--- src/rtl/fb_pkg.sv ---
// Purpose: shared constants and state encoding for the framebuffer write engine.
// Latency: n/a (declarations only).
// Backpressure: n/a.
// Contents: WIDTH, HEIGHT, ADDR_W, BANKS, PIX_W, BANK_W and the engine state enum.
package fb_pkg;
  localparam int WIDTH  = 200;
  localparam int HEIGHT = 320;
  localparam int ADDR_W = 14;
  localparam int BANKS  = 4;
  localparam int PIX_W  = 16;
  localparam int BANK_W = $clog2(BANKS);

  typedef enum logic [1:0] {
    IDLE  = 2'd0,
    SETUP = 2'd1,
    FILL  = 2'd2
  } state_t;
endpackage

--- src/rtl/fb_addr_split.sv ---
// Purpose: map a linear pixel index onto {one-hot bank select, bank-local address}.
// Latency: combinational; the caller registers the result.
// Backpressure: none.
// Ports: pix (linear pixel index) -> bank_we (one-hot bank), addr (address within bank).
// The scan-out read path instantiates this too, so reads and writes agree on the layout.
module fb_addr_split
  import fb_pkg::*;
(
  input  logic [PIX_W-1:0]  pix,
  output logic [BANKS-1:0]  bank_we,
  output logic [ADDR_W-1:0] addr
);

  always_comb begin
    bank_we = '0;
    bank_we[pix[ADDR_W +: BANK_W]] = 1'b1;
    addr = pix[ADDR_W-1:0];
  end

endmodule

--- src/rtl/fb_rect_writer.sv ---
// Purpose: rectangle-fill engine driving port B of the 1-bit framebuffer banks.
// Latency: accept at N, first write at N+2, done at N+2+w*h (one write per clock).
// Backpressure: cmd_ready only in IDLE; writes are never stalled.
// Ports: clk, reset (sync, active-high); cmd_valid/cmd_ready + cmd_x/y/w/h/color in;
//        wr_addr, wr_bank_we (one-hot), wr_data to the banks; busy, done status.
// Build option: define FB_CLIP_EN to clip rectangles to the screen in SETUP.
module fb_rect_writer
  import fb_pkg::*;
(
  input  logic              clk,
  input  logic              reset,
  input  logic              cmd_valid,
  output logic              cmd_ready,
  input  logic [7:0]        cmd_x,
  input  logic [8:0]        cmd_y,
  input  logic [7:0]        cmd_w,
  input  logic [8:0]        cmd_h,
  input  logic              cmd_color,
  output logic [ADDR_W-1:0] wr_addr,
  output logic [BANKS-1:0]  wr_bank_we,
  output logic              wr_data,
  output logic              busy,
  output logic              done
);

  state_t            state_q, state_d;
  logic [7:0]        x_q, x_d, w_q, w_d, col_q, col_d;
  logic [8:0]        y_q, y_d, h_q, h_d, row_q, row_d;
  logic              color_q, color_d;
  logic [PIX_W-1:0]  row_base_q, row_base_d;
  logic [ADDR_W-1:0] addr_d;
  logic [BANKS-1:0]  we_d;
  logic              data_d, done_d;

  logic [7:0]        eff_w;
  logic [8:0]        eff_h;
  logic [PIX_W-1:0]  first_pix;
  logic [PIX_W-1:0]  pix_d;
  logic [BANKS-1:0]  split_we;
  logic [ADDR_W-1:0] split_addr;

  assign cmd_ready = (state_q == IDLE);
  assign busy      = (state_q != IDLE);

  // The only multiply: start of the first row, truncated so it wraps mod 2**16.
  assign first_pix = PIX_W'(32'(y_q) * 32'(WIDTH) + 32'(x_q));

  // Effective extent of the latched command.
  always_comb begin
    eff_w = w_q;
    eff_h = h_q;
`ifdef FB_CLIP_EN
    if (32'(x_q) >= WIDTH || 32'(y_q) >= HEIGHT) begin
      eff_w = '0;
      eff_h = '0;
    end else begin
      if (32'(w_q) > WIDTH - 32'(x_q))  eff_w = 8'(WIDTH - 32'(x_q));
      if (32'(h_q) > HEIGHT - 32'(y_q)) eff_h = 9'(HEIGHT - 32'(y_q));
    end
`endif
  end

  fb_addr_split u_split (
    .pix     (pix_d),
    .bank_we (split_we),
    .addr    (split_addr)
  );

  // Next-state and next-output logic. The write outputs are registered, so
  // this computes the pixel that will be on the bus during the next cycle.
  always_comb begin
    state_d    = state_q;
    x_d        = x_q;
    y_d        = y_q;
    w_d        = w_q;
    h_d        = h_q;
    color_d    = color_q;
    row_base_d = row_base_q;
    col_d      = col_q;
    row_d      = row_q;
    pix_d      = '0;
    we_d       = '0;
    addr_d     = wr_addr;
    data_d     = wr_data;
    done_d     = 1'b0;

    case (state_q)
      IDLE: begin
        if (cmd_valid) begin
          x_d     = cmd_x;
          y_d     = cmd_y;
          w_d     = cmd_w;
          h_d     = cmd_h;
          color_d = cmd_color;
          state_d = SETUP;
        end
      end

      SETUP: begin
        row_base_d = first_pix;
        col_d      = '0;
        row_d      = '0;
        w_d        = eff_w;
        h_d        = eff_h;
        if (eff_w == '0 || eff_h == '0) begin
          state_d = IDLE;
          done_d  = 1'b1;
        end else begin
          state_d = FILL;
          pix_d   = first_pix;
          we_d    = split_we;
          addr_d  = split_addr;
          data_d  = color_q;
        end
      end

      FILL: begin
        if (col_q == w_q - 8'd1) begin
          if (row_q == h_q - 9'd1) begin
            state_d = IDLE;
            done_d  = 1'b1;
          end else begin
            // Step to the next row by addition; no multiply in the fill loop.
            col_d      = '0;
            row_d      = row_q + 9'd1;
            row_base_d = row_base_q + PIX_W'(WIDTH);
            pix_d      = row_base_q + PIX_W'(WIDTH);
            we_d       = split_we;
            addr_d     = split_addr;
            data_d     = color_q;
          end
        end else begin
          col_d  = col_q + 8'd1;
          pix_d  = row_base_q + PIX_W'(col_q) + PIX_W'(1);
          we_d   = split_we;
          addr_d = split_addr;
          data_d = color_q;
        end
      end

      default: state_d = IDLE;
    endcase
  end

  always_ff @(posedge clk) begin
    if (reset) begin
      state_q    <= IDLE;
      x_q        <= '0;
      y_q        <= '0;
      w_q        <= '0;
      h_q        <= '0;
      color_q    <= 1'b0;
      row_base_q <= '0;
      col_q      <= '0;
      row_q      <= '0;
      wr_addr    <= '0;
      wr_bank_we <= '0;
      wr_data    <= 1'b0;
      done       <= 1'b0;
    end else begin
      state_q    <= state_d;
      x_q        <= x_d;
      y_q        <= y_d;
      w_q        <= w_d;
      h_q        <= h_d;
      color_q    <= color_d;
      row_base_q <= row_base_d;
      col_q      <= col_d;
      row_q      <= row_d;
      wr_addr    <= addr_d;
      wr_bank_we <= we_d;
      wr_data    <= data_d;
      done       <= done_d;
    end
  end

endmodule
--- config.mk ---
export PLATFORM = sky130hd
export DESIGN_NAME = fb_rect_writer
export DESIGN_NICKNAME = d
export VERILOG_FILES = /design/src/rtl/fb_pkg.sv /design/src/rtl/fb_addr_split.sv /design/src/rtl/fb_rect_writer.sv
export SDC_FILE = /design/constraint.sdc
export NUM_CORES = 1
export LEC_CHECK = 0
export ABC_AREA = 1
export BUFFER_PORTS_ARGS = -buffer_cell sky130_fd_sc_hd__buf_2
export CAP_MARGIN = 5
export CORE_ASPECT_RATIO = 0.5
export CORE_MARGIN = 3
export CORE_UTILIZATION = 55
export DETAILED_ROUTE_END_ITERATION = 10
export GPL_ROUTABILITY_DRIVEN = 0
export HOLD_SLACK_MARGIN = 0.1
export PLACE_DENSITY_LB_ADDON = 0.3
export SYNTH_ARGS = -nofsm -noshare
export SYNTH_HDL_FRONTEND = slang
export SYNTH_SLANG_ARGS = --single-unit
--- constraint.sdc ---
create_clock -name clk -period 4.08 [get_ports clk]
set_input_delay 0.816 -clock clk [delete_from_list [all_inputs] [get_ports clk]]
set_output_delay 0.816 -clock clk [all_outputs]
set_load 0.005 [all_outputs]
Yosys cells after proc, flatten, opt, wreduce, memory -nomap -nowiden
Index checks and enable logic that the tools add are counted.
{"block": "word_totals", "reg_bits": 90, "latch_bits": 0, "mem_bits_rw": 0, "mem_bits_ro": 0, "in_bits": 38, "mem_count": 0}
{"block": "op_classes", "addsub": 8, "multipliers": 1, "div_mod_pow": 0, "magnitude_cmp": 2, "eq_ne": 10, "shifts": 0, "muxes": 36, "bitwise_logic": 0, "n_reduce_logical": 12}
{"cell": "$mux W16", "count": 5}
{"cell": "$pmux W16 S2", "count": 2}
{"cell": "$mux W14", "count": 3}
{"cell": "$add A16 B8 Y16", "count": 2}
{"cell": "$pmux W14 S2", "count": 1}
{"cell": "$mux W9", "count": 2}
{"cell": "$pmux W9 S2", "count": 1}
{"cell": "$add A16 B1 Y16 const B", "count": 1}
{"cell": "$add A16 B8 Y16 const B", "count": 1}
{"cell": "$mux W8", "count": 2}
{"cell": "$pmux W8 S2", "count": 1}
{"cell": "$mul A9 B5 Y13 const B", "count": 1}
{"cell": "$mux W4", "count": 3}
{"cell": "$ne A2 B2 Y1 const B", "count": 5}
{"cell": "$add A9 B1 Y9 const B", "count": 1}
{"cell": "$eq A9 B9 Y1", "count": 1}
{"cell": "$logic_not A9 Y1", "count": 1}
{"cell": "$reduce_and A3 Y1", "count": 3}
{"cell": "$sub A9 B1 Y9 const B", "count": 1}
{"cell": "$add A8 B1 Y8 const B", "count": 1}
{"cell": "$eq A8 B8 Y1", "count": 1}
{"cell": "$logic_not A8 Y1", "count": 1}
{"cell": "$mux W2", "count": 4}
{"cell": "$pmux W4 S2", "count": 1}
{"cell": "other kinds (15)", "count": 24}

Logic depth before layout (Yosys ltp)
Gate-level depths: netlist (run 1).
{"block": "depth", "ltp_word": 12, "mapped_depth": 20, "depth_no_buf": 20}

By module
From an unflattened synthesis (run 1), not the netlist that was laid out.
{"block": "unflattened", "cells_unflattened": 1032, "area_unflattened_um2": 6710.2}
{"mod": "fb_rect_writer", "instances": 1, "cells_each": 1011, "area_each_um2": 6578.8, "seq_area_each_um2": 1801.7}
{"mod": "fb_addr_split", "instances": 1, "cells_each": 21, "area_each_um2": 131.4, "seq_area_each_um2": 0.0}

Worst setup path after synthesis (run 1)
OpenSTA, ideal clock, no wires.
{"block": "synth_timing", "path_type": "register to register", "from": "register y_q[3]", "to": "register wr_bank_we[0]", "setup_ps": 118, "arrival_ps": 2910, "t_required_ps": 3962, "slack_ps": 1052, "path_stages_with_launch": 16, "n_path_buf": 0, "synth_period_minus_slack_ps": 3028, "path_cell_list": "dfxtp_1 ha_1 ha_1 inv_1 fa_1 inv_1 ha_1 a21oi_1 nand2_1 xnor2_1 nor2_1 nand3_1 o21bai_1 nand3_1 a21oi_1 nor2_1"}
{"block": "synth_via", "elab_chain_len": 11, "word_cells_on_any_way": 13, "cone_classes": "add/sub: 1; mul: 1; order compare: 2; mux: 8; reduce/logical: 1"}
{"item": "from (decl)", "line_no": "fb_rect_writer.sv:28", "rtl": "logic [8:0] y_q, y_d, h_q, h_d, row_q, row_d;"}
{"item": "from (signal assigned)", "line_no": "fb_rect_writer.sv:163", "rtl": "y_q <= y_d;"}
{"item": "$mul A9 B5 Y13 *", "line_no": "fb_rect_writer.sv:46", "rtl": "assign first_pix = PIX_W'(32'(y_q) * 32'(WIDTH) + 32'(x_q));"}
{"item": "$add A16 B8 Y16 *", "line_no": "fb_rect_writer.sv:46"}
{"item": "$mux W16 *", "line_no": "fb_rect_writer.sv:105", "rtl": "if (eff_w == '0 || eff_h == '0) begin"}
{"item": "$pmux W16 S2 *", "line_no": "fb_rect_writer.sv:87", "rtl": "case (state_q)"}
{"item": "$lt A2 B3 Y1 (implied by the code) / $ge A2 B1 Y1 (equally long branches)", "line_no": "fb_addr_split.sv:16", "rtl": "bank_we[pix[ADDR_W +: BANK_W]] = 1'b1;"}
{"item": "$logic_and A1 B1 Y1 (implied by the code)", "line_no": "fb_addr_split.sv:16"}
{"item": "$mux W1 (implied by the code)", "line_no": "fb_addr_split.sv:16"}
{"item": "$demux W1 S2 *"}
{"item": "$mux W4", "line_no": "fb_rect_writer.sv:119", "rtl": "if (row_q == h_q - 9'd1) begin"}
{"item": "$mux W4", "line_no": "fb_rect_writer.sv:118", "rtl": "if (col_q == w_q - 8'd1) begin"}
{"item": "$pmux W4 S2 *", "line_no": "fb_rect_writer.sv:87"}
{"item": "to (signal assigned)", "line_no": "fb_rect_writer.sv:171", "rtl": "wr_bank_we <= we_d;"}
{"item": "to (decl)", "line_no": "fb_rect_writer.sv:20", "rtl": "output logic [BANKS-1:0] wr_bank_we,"}
Every way passes the cells marked *; elsewhere a longest branch is shown, timed or not.
A chain may end at the register's enable or synchronous reset.

Worst setup path in the final report (run 1)
{"block": "layout_timing", "from": "register y_q[1]", "to": "register wr_bank_we[3]"}
The elaborated chain is that of the path after synthesis.

==> results.cfg, run 1 <==
[worst_setup_path]
crit_slowest_cell = fa_1
startpoint_type = flop
crit_fanout = 5
critPathMaxStageDelay_ns = 0.52
worstPathRequired_ns = 4.32
crit_buf_inv = 1
cp-end-kind = flop
crit_chain = ha_1 -> ha_1 -> ha_1 -> inv_1 -> fa_1 -> nor2_1 -> nand4_1 -> nand3_1 -> nand2_1 -> nor2_1 -> nand3_1 -> nor2_1 -> nand3b_1 -> nand3_1 -> nand2_1 -> nand2_1 -> nor2_1
critPathKind = flop to flop
path_common_cell = nor2_1
critPathTopFamily = adder cells
rr_startpoint = y_q[1]
startpoint = y_q[1]
worstPathArrival_ns = 3.58

[sta]
hold_viol = 0
tns_ns = 0
maxSlewViolCount = 0
worst_pin_slew_ns = 0.653
fin_crit_ns = 3.34
max_freq_mhz = 300
rsz0062_at_grt = no
relSlewSlack_pct = 56.2
holdWs_ns = 0.464
fin_skew_ns = 0.00906
setup_viol = 0
finalCritPeriodShare_pct = 81.8

[synth]
synth_top_area_share_pct = 27.3
synth_nets = 1096
synthMuxAreaShare_pct = 0.152
synth-xor-area-share_pct = 6.31
synthArstFlopShare_pct = 0
synth_compound_area_share_pct = 13.1
ys_types = 47
syn_avg_cell_area_um2 = 6.60
ys_seq_elements = 90
synthTopCellsByArea = dfxtp_1 27%, nand2_1 13%, ha_1 9.7%
ys_warn_count = 0
syn-cell-area_um2 = 6610
synthAdderAreaFrac_pct = 11.5
netlist_instances = 1001
synth_top_family_by_area = simple AND/OR/NAND/NOR gates
synth_ff_type = dfxtp_1
synth_top_area_cell = dfxtp_1
synth-edff-count = 0
ys_seq_area_share_pct = 27.3
yosys.area_share.simple_pct = 33.2

[clock_network]
post_cts_buffers = 0
insertion_delay_ns = 0.35
ctsResizeCount = 0
numCtsBuffers = 9
clkSinkCount = 90
tritoncts = yes
cts.clk_slew.worst_paths_ns = 0.07
htreeDepth = 3
holdBufCountCts = 0
clockBufferDepth = 2
cts_root_buffer = clkbuf_16

[die]
start_util_pct = 58.2
dieArea_um2 = 13400
rows = 27
die_x_um = 161
die_h_um = 83.5
ios = 60
core-area_um2 = 11400

[route]
routed_wl_um = 17100
vias = 6558
wl_per_cell_um = 14.1
drtPass1Iterations = 5
drcViolationCount = 0
viasPerCell = 5.41
drt-initial-drc-count = 510
ant_nets = 0

[final_layout]
drive_gt1_share_pct = 12.1
synthToLayoutAreaGrowth_pct = 10.9
finalNonFillerCells = 1212
layout.nets = 1143
nFillCells = 1066
final_util_pct = 64.6
antenna_cells = 0

[grt]
antenna_found_initial = 0
use_met2_pct = 42.1
grt_max_degree = 52
grt_use_met1_pct = 34.2
gr-usage-met3_pct = 6.39
grt_pass1_wl_um = 28800
first_global_vias = 6170
grt.overflow.total = 0
busiest_layer = met2
grt.total_usage_pct = 26.1

[job]
maxCapViolations = 0

[hold_path]
hp-start = wr_addr[2]
min_path_type = flop to flop

[pwr]
p_per_area_nw_per_um2 = 650
seqPwrFrac_pct = 26.5
ir_worst_vdd_mv = 0.351
p_switching_w = 0.00228
p_leak_nw = 3.51
intPower_w = 0.00248
swShare_pct = 47.9
clock_power_share_pct = 19.3
pwr-share-comb_pct = 54.2

[placement]
io_buffer_count = 59
hpwl_um = 12800
place_inst = 1196

[status]
outcome = complete, no violations
[worst reg2reg max path: cells and delay by family, from the launching register on]
family	cells	cell delay, ns
AND/OR/NAND/NOR	12	1.29
buffers and inverters	1	0.07
flip-flops	1	0.46
adder cells (fa/ha/maj)	4	1.42
[layout by cell type, fill, tap and decap left out, types with 8 or more instances in the layout]
master	count
ha_1	51
nand2_1	237
buf_2	59
nor2_2	12
nand3b_1	8
inv_1	102
xor2_1	33
a21oi_1	68
nor2_1	159
xnor2_1	12
nand3_1	58
clkbuf_16	9
o21ai_1	8
dfxtp_1	90
o21ai_0	66
[logic make-up after synthesis]
logic type	Yosys count
AOI/OAI and AO/OA	160
xor gates and xnor gates	46
adders and majority gates	57
buffers and inverters	139
DFF	90
muxes	1
and+or+nand+nor	508
[cell usage after synthesis, types with 2 or more instances]
cell type	instances
xor2_1	33
o21ai_0	66
inv_1	102
nand2_4	2
dfxtp_1	90
nand3_1	58
fa_1	6
inv_4	2
nor3_1	7
o21ai_2	3
inv_2	7
nor2_4	2
nor2_2	12
o21bai_1	3
clkbuf_1	17
nand2_2	2
nand2_1	237
a21oi_2	6
nor2_1	159
or2_2	3
xnor2_1	12
nand3_2	3
nand4_1	7
ha_1	51
nand3b_1	8
a21oi_1	68
nor4_1	2
o21ai_1	8
buf_6	3
buf_2	5
[metrics by stage]
step / power (W) / cell area, µm² / worst slack [ns]
2_1_floorplan: 0.00322 / 6610 / 1.05
3_3_place_gp: 0.00374 / 7000 / 0.891
3_5_place_dp: 0.00379 / 7000 / 0.794
4_1_cts: 0.00474 / 7330 / 0.763
5_1_grt: 0.00518 / 7330 / 0.371
6_report: 0.00476 / 7330 / 0.743
[path summary, 6_finish.rpt]
kind | endpoint | slack, ns | cells past startpoint
max | wr_bank_we[3] | 0.74 | 17
min | wr_addr[2] | 0.46 | 2
max reg2reg | wr_bank_we[3] | 0.74 | 17
min reg2reg | wr_addr[2] | 0.46 | 2
[final cells by class]
cell class,count,area (µm²),area share (%)
multi-input combinational,772,4250,57.9
sequential,90,1800,24.6
clock inverter,4,73.8,1.01
tap,159,199,2.72
timing repair buffer,63,325,4.44
clock buffer,12,256,3.50
inverter,112,425,5.81
[power groups by stage]
stage          Sequential [W]  Clock, W  Combinational, W
2_1_floorplan         0.00122         0           0.00200
3_3_place_gp          0.00126         0           0.00247
3_5_place_dp          0.00127         0           0.00252
4_1_cts               0.00125  0.000936           0.00254
5_1_grt               0.00129  0.000969           0.00293
6_report              0.00126  0.000921           0.00258
[registers in the layout, indices dropped and copies added (netlist names)]
signal      count
y_q             9
x_q             8
color_q         1
col_q           8
row_base_q     16
wr_bank_we      4
state_q         2
eff_w           8
wr_addr        14
row_q           9
wr_data         1
eff_h           9
done            1
[routing by layer]
| metal | wire length [µm] | share of wire [%] |
|---|---|---|
| met4 | 438 | 2.6 |
| met1 | 7710 | 45 |
| met2 | 7330 | 43 |
| met3 | 1610 | 9.4 |
| met5 | 0 | 0 |
No activity file was read; power rests on OpenSTA's default activity.
==> inputs of run 2 (changes only) <==
--- a/config.mk
+++ b/config.mk
@@ -5,7 +5,7 @@
 export SDC_FILE = /design/constraint.sdc
 export NUM_CORES = 1
 export LEC_CHECK = 0
-export ABC_AREA = 1
+export ABC_AREA = 0
 export BUFFER_PORTS_ARGS = -buffer_cell sky130_fd_sc_hd__buf_2
 export CAP_MARGIN = 5
 export CORE_ASPECT_RATIO = 0.5
==> constraint.sdc (replaced) <==
create_clock -name clk -period 3.3 [get_ports clk]
set_input_delay 0.66 -clock clk [delete_from_list [all_inputs] [get_ports clk]]
set_output_delay 0.66 -clock clk [all_outputs]
set_load 0.005 [all_outputs]
==> results.cfg, run 2 <==
[status]
outcome = complete, but fails checks
violations = setup timing

[clock_network]
numCtsBuffers = 9
clkSinkCount = 90
tritoncts = yes
htreeDepth = 3
insertion_delay_ns = 0.35
cts.clk_slew.worst_paths_ns = 0.07
holdBufCountCts = 0
cts_root_buffer = clkbuf_16
clockBufferDepth = 2

[worst_setup_path]
critPathKind = flop to flop
crit_chain = ha_4 -> ha_4 -> inv_1 -> fa_1 -> inv_2 -> ha_4 -> buf_6 -> buf_4 -> nand4_1 -> a21oi_2 -> xnor2_2 -> nor3b_2 -> xor2_2 -> o32ai_4 -> nor3b_2
cp-end-kind = flop
path_common_cell = ha_4
critPathTopFamily = adder cells
worstPathArrival_ns = 3.80
startpoint_type = flop
worstPathRequired_ns = 3.54
crit_fanout = 5
crit_buf_inv = 4
critPathMaxStageDelay_ns = 0.51
crit_slowest_cell = fa_1

[synth]
yosysMostFrequentCell = nand2_1
ys_seq_elements = 90
synth_top_area_cell = dfxtp_1
synthTopCellsByArea = dfxtp_1 29%, ha_1 10%, nand2_1 7.1%
synthTopCellsByCount = 118 x nand2_1, 90 x dfxtp_1, 77 x a21oi_1
ys_types = 80
syn_avg_cell_area_um2 = 8.00
syn-cell-area_um2 = 6250
synth_ff_type = dfxtp_1
ys_warn_count = 0
synth_top_area_share_pct = 28.8
synth_nets = 876
ys_seq_area_share_pct = 28.8
synth-edff-count = 0
synthArstFlopShare_pct = 0
netlist_instances = 781

[pwr]
p_switching_w = 0.00132
swShare_pct = 36.8
intPower_w = 0.00227
p_per_area_nw_per_um2 = 459
pwr-share-comb_pct = 39.3
p_leak_nw = 3.15
ir_worst_vdd_mv = 0.286
clock_power_share_pct = 26.0
seqPwrFrac_pct = 34.7

[route]
wl_per_cell_um = 19.2
routed_wl_um = 19600
vias = 6457
drt-initial-drc-count = 712
ant_nets = 0
drcViolationCount = 0
viasPerCell = 6.31
drtPass1Iterations = 5

[final_layout]
multi_input_area_um2 = 4680
synthToLayoutAreaGrowth_pct = 25.4
largest_reg_flops = 16
reg_top3 = row_base_q (16), wr_addr (14)
layout.nets = 975
antenna_cells = 0
finalInstanceArea_um2 = 7840
final-seq-area_um2 = 1820
drive_gt1_share_pct = 25.0
layout_commonest_cell = nand2_1
nFillCells = 775
top_register = row_base_q
layout_common_cells = 118 x nand2_1, 85 x dfxtp_1, 73 x a21oi_1

[die]
die_h_um = 81.4
start_util_pct = 58.7
rows = 26
dieArea_um2 = 12800
ios = 60
die_x_um = 157
core-area_um2 = 10600

[sta]
hold_viol = 0
maxSlewViolCount = 0
fin_skew_ns = 0.00943
max_freq_mhz = 280
fin_crit_ns = 3.57
tns_ns = -1.35
rsz0062_at_grt = yes
finalCritPeriodShare_pct = 108
worst_slack_ns = -0.270
setup_viol = 9
relSlewSlack_pct = 55.7
worst_pin_slew_ns = 0.656

[grt]
grt.overflow.total = 0
grt_use_met1_pct = 39.2
use_met2_pct = 45.4
first_global_vias = 5845
gr-usage-met3_pct = 7.08
grt_max_degree = 43
busiest_layer = met2
antenna_found_initial = 0
grt_pass1_wl_um = 29400
grt.total_usage_pct = 29.0

[placement]
hpwl_um = 12600
io_buffer_count = 59
placed_area_um2 = 7040
dp_slack_ns = -0.306

[hold_path]
min_path_type = flop to flop

[job]
maxCapViolations = 0
[run 2: cell types whose count changed after synthesis, sizes merged, moves of 22 or more]
| cell | delta |
|---|---|
| inv | -77 |
| nand3 | -44 |
| xnor2 | +22 |
| nor2 | -116 |
| nand2 | -123 |
| o21ai | -32 |
[run 2: power by group through the flow]
| stage | Sequential [W] | Clock (W) | Combinational (W) |
|---|---|---|---|
| floorplan | 0.00124 | 0 | 0.000777 |
| global placement | 0.00126 | 0 | 0.00107 |
| detailed placement | 0.00126 | 0 | 0.00110 |
| CTS | 0.00124 | 0.000933 | 0.00123 |
| global route | 0.00126 | 0.000988 | 0.00151 |
| finish | 0.00125 | 0.000935 | 0.00141 |
[run 2: path summary, 6_finish.rpt]
kind                                       to         from  slack [ns]  depth (start not counted)
worst max register to register  wr_bank_we[3]       y_q[4]       -0.27                         15
worst min register to register    wr_addr[10]  wr_addr[10]        0.44                          2
worst max-delay path            wr_bank_we[3]       y_q[4]       -0.27                         15
worst min-delay path              wr_addr[10]  wr_addr[10]        0.44                          2
[run 2: metrics by stage]
step	hold slack (ns)	util [%]	power, W	cells
2_1_floorplan	0.436	-	0.00202	781
3_3_place_gp	0.432	66.2	0.00233	1000
3_5_place_dp	0.438	66.2	0.00236	1000
4_1_cts	0.447	71.3	0.00341	1020
5_1_grt	0.461	73.7	0.00375	1024
6_report	0.442	73.7	0.00360	1024
[run 2: area by class of cell]
type	count	share of cell area, %
Multi-Input combinational cell	624	59.7
Sequential cell	90	23.2
Timing Repair Buffer	121	10.1
Clock buffer	12	3.02
Tap cell	140	2.23
Inverter	34	1.63
Clock inverter	3	0.223
[run 2: metal layers]
metal	routed length, µm	vias up
met5	0	-
met3	1800	73
met4	751	0
li1	-	2988
met2	8580	356
met1	8500	3040
[run 2: what timing repair did]
item / CTS / global route
gates resized for setup: 39 / 35
setup endpoints to repair: 12 / 32
setup buffers: 7 / 6
pin swaps: 23 / 27
[run 2: cells by family after synthesis]
group / count (synthesis) / synth area share, %
AND/OR/NAND/NOR: 301 / 24.0
AO/OA/AOI/OAI: 207 / 21.9
flip-flops: 90 / 28.8
buffers and inverters: 67 / 4.67
adder cells (fa/ha/maj): 57 / 12.1
XOR/XNOR: 53 / 7.43
multiplexers: 6 / 0.981
[run 2: tightest hold or removal path, stage by stage (launching register included)]
cell and delay (ns):
dfxtp_1 0.31, nand2_1 0.04, o21ai_1 0.05
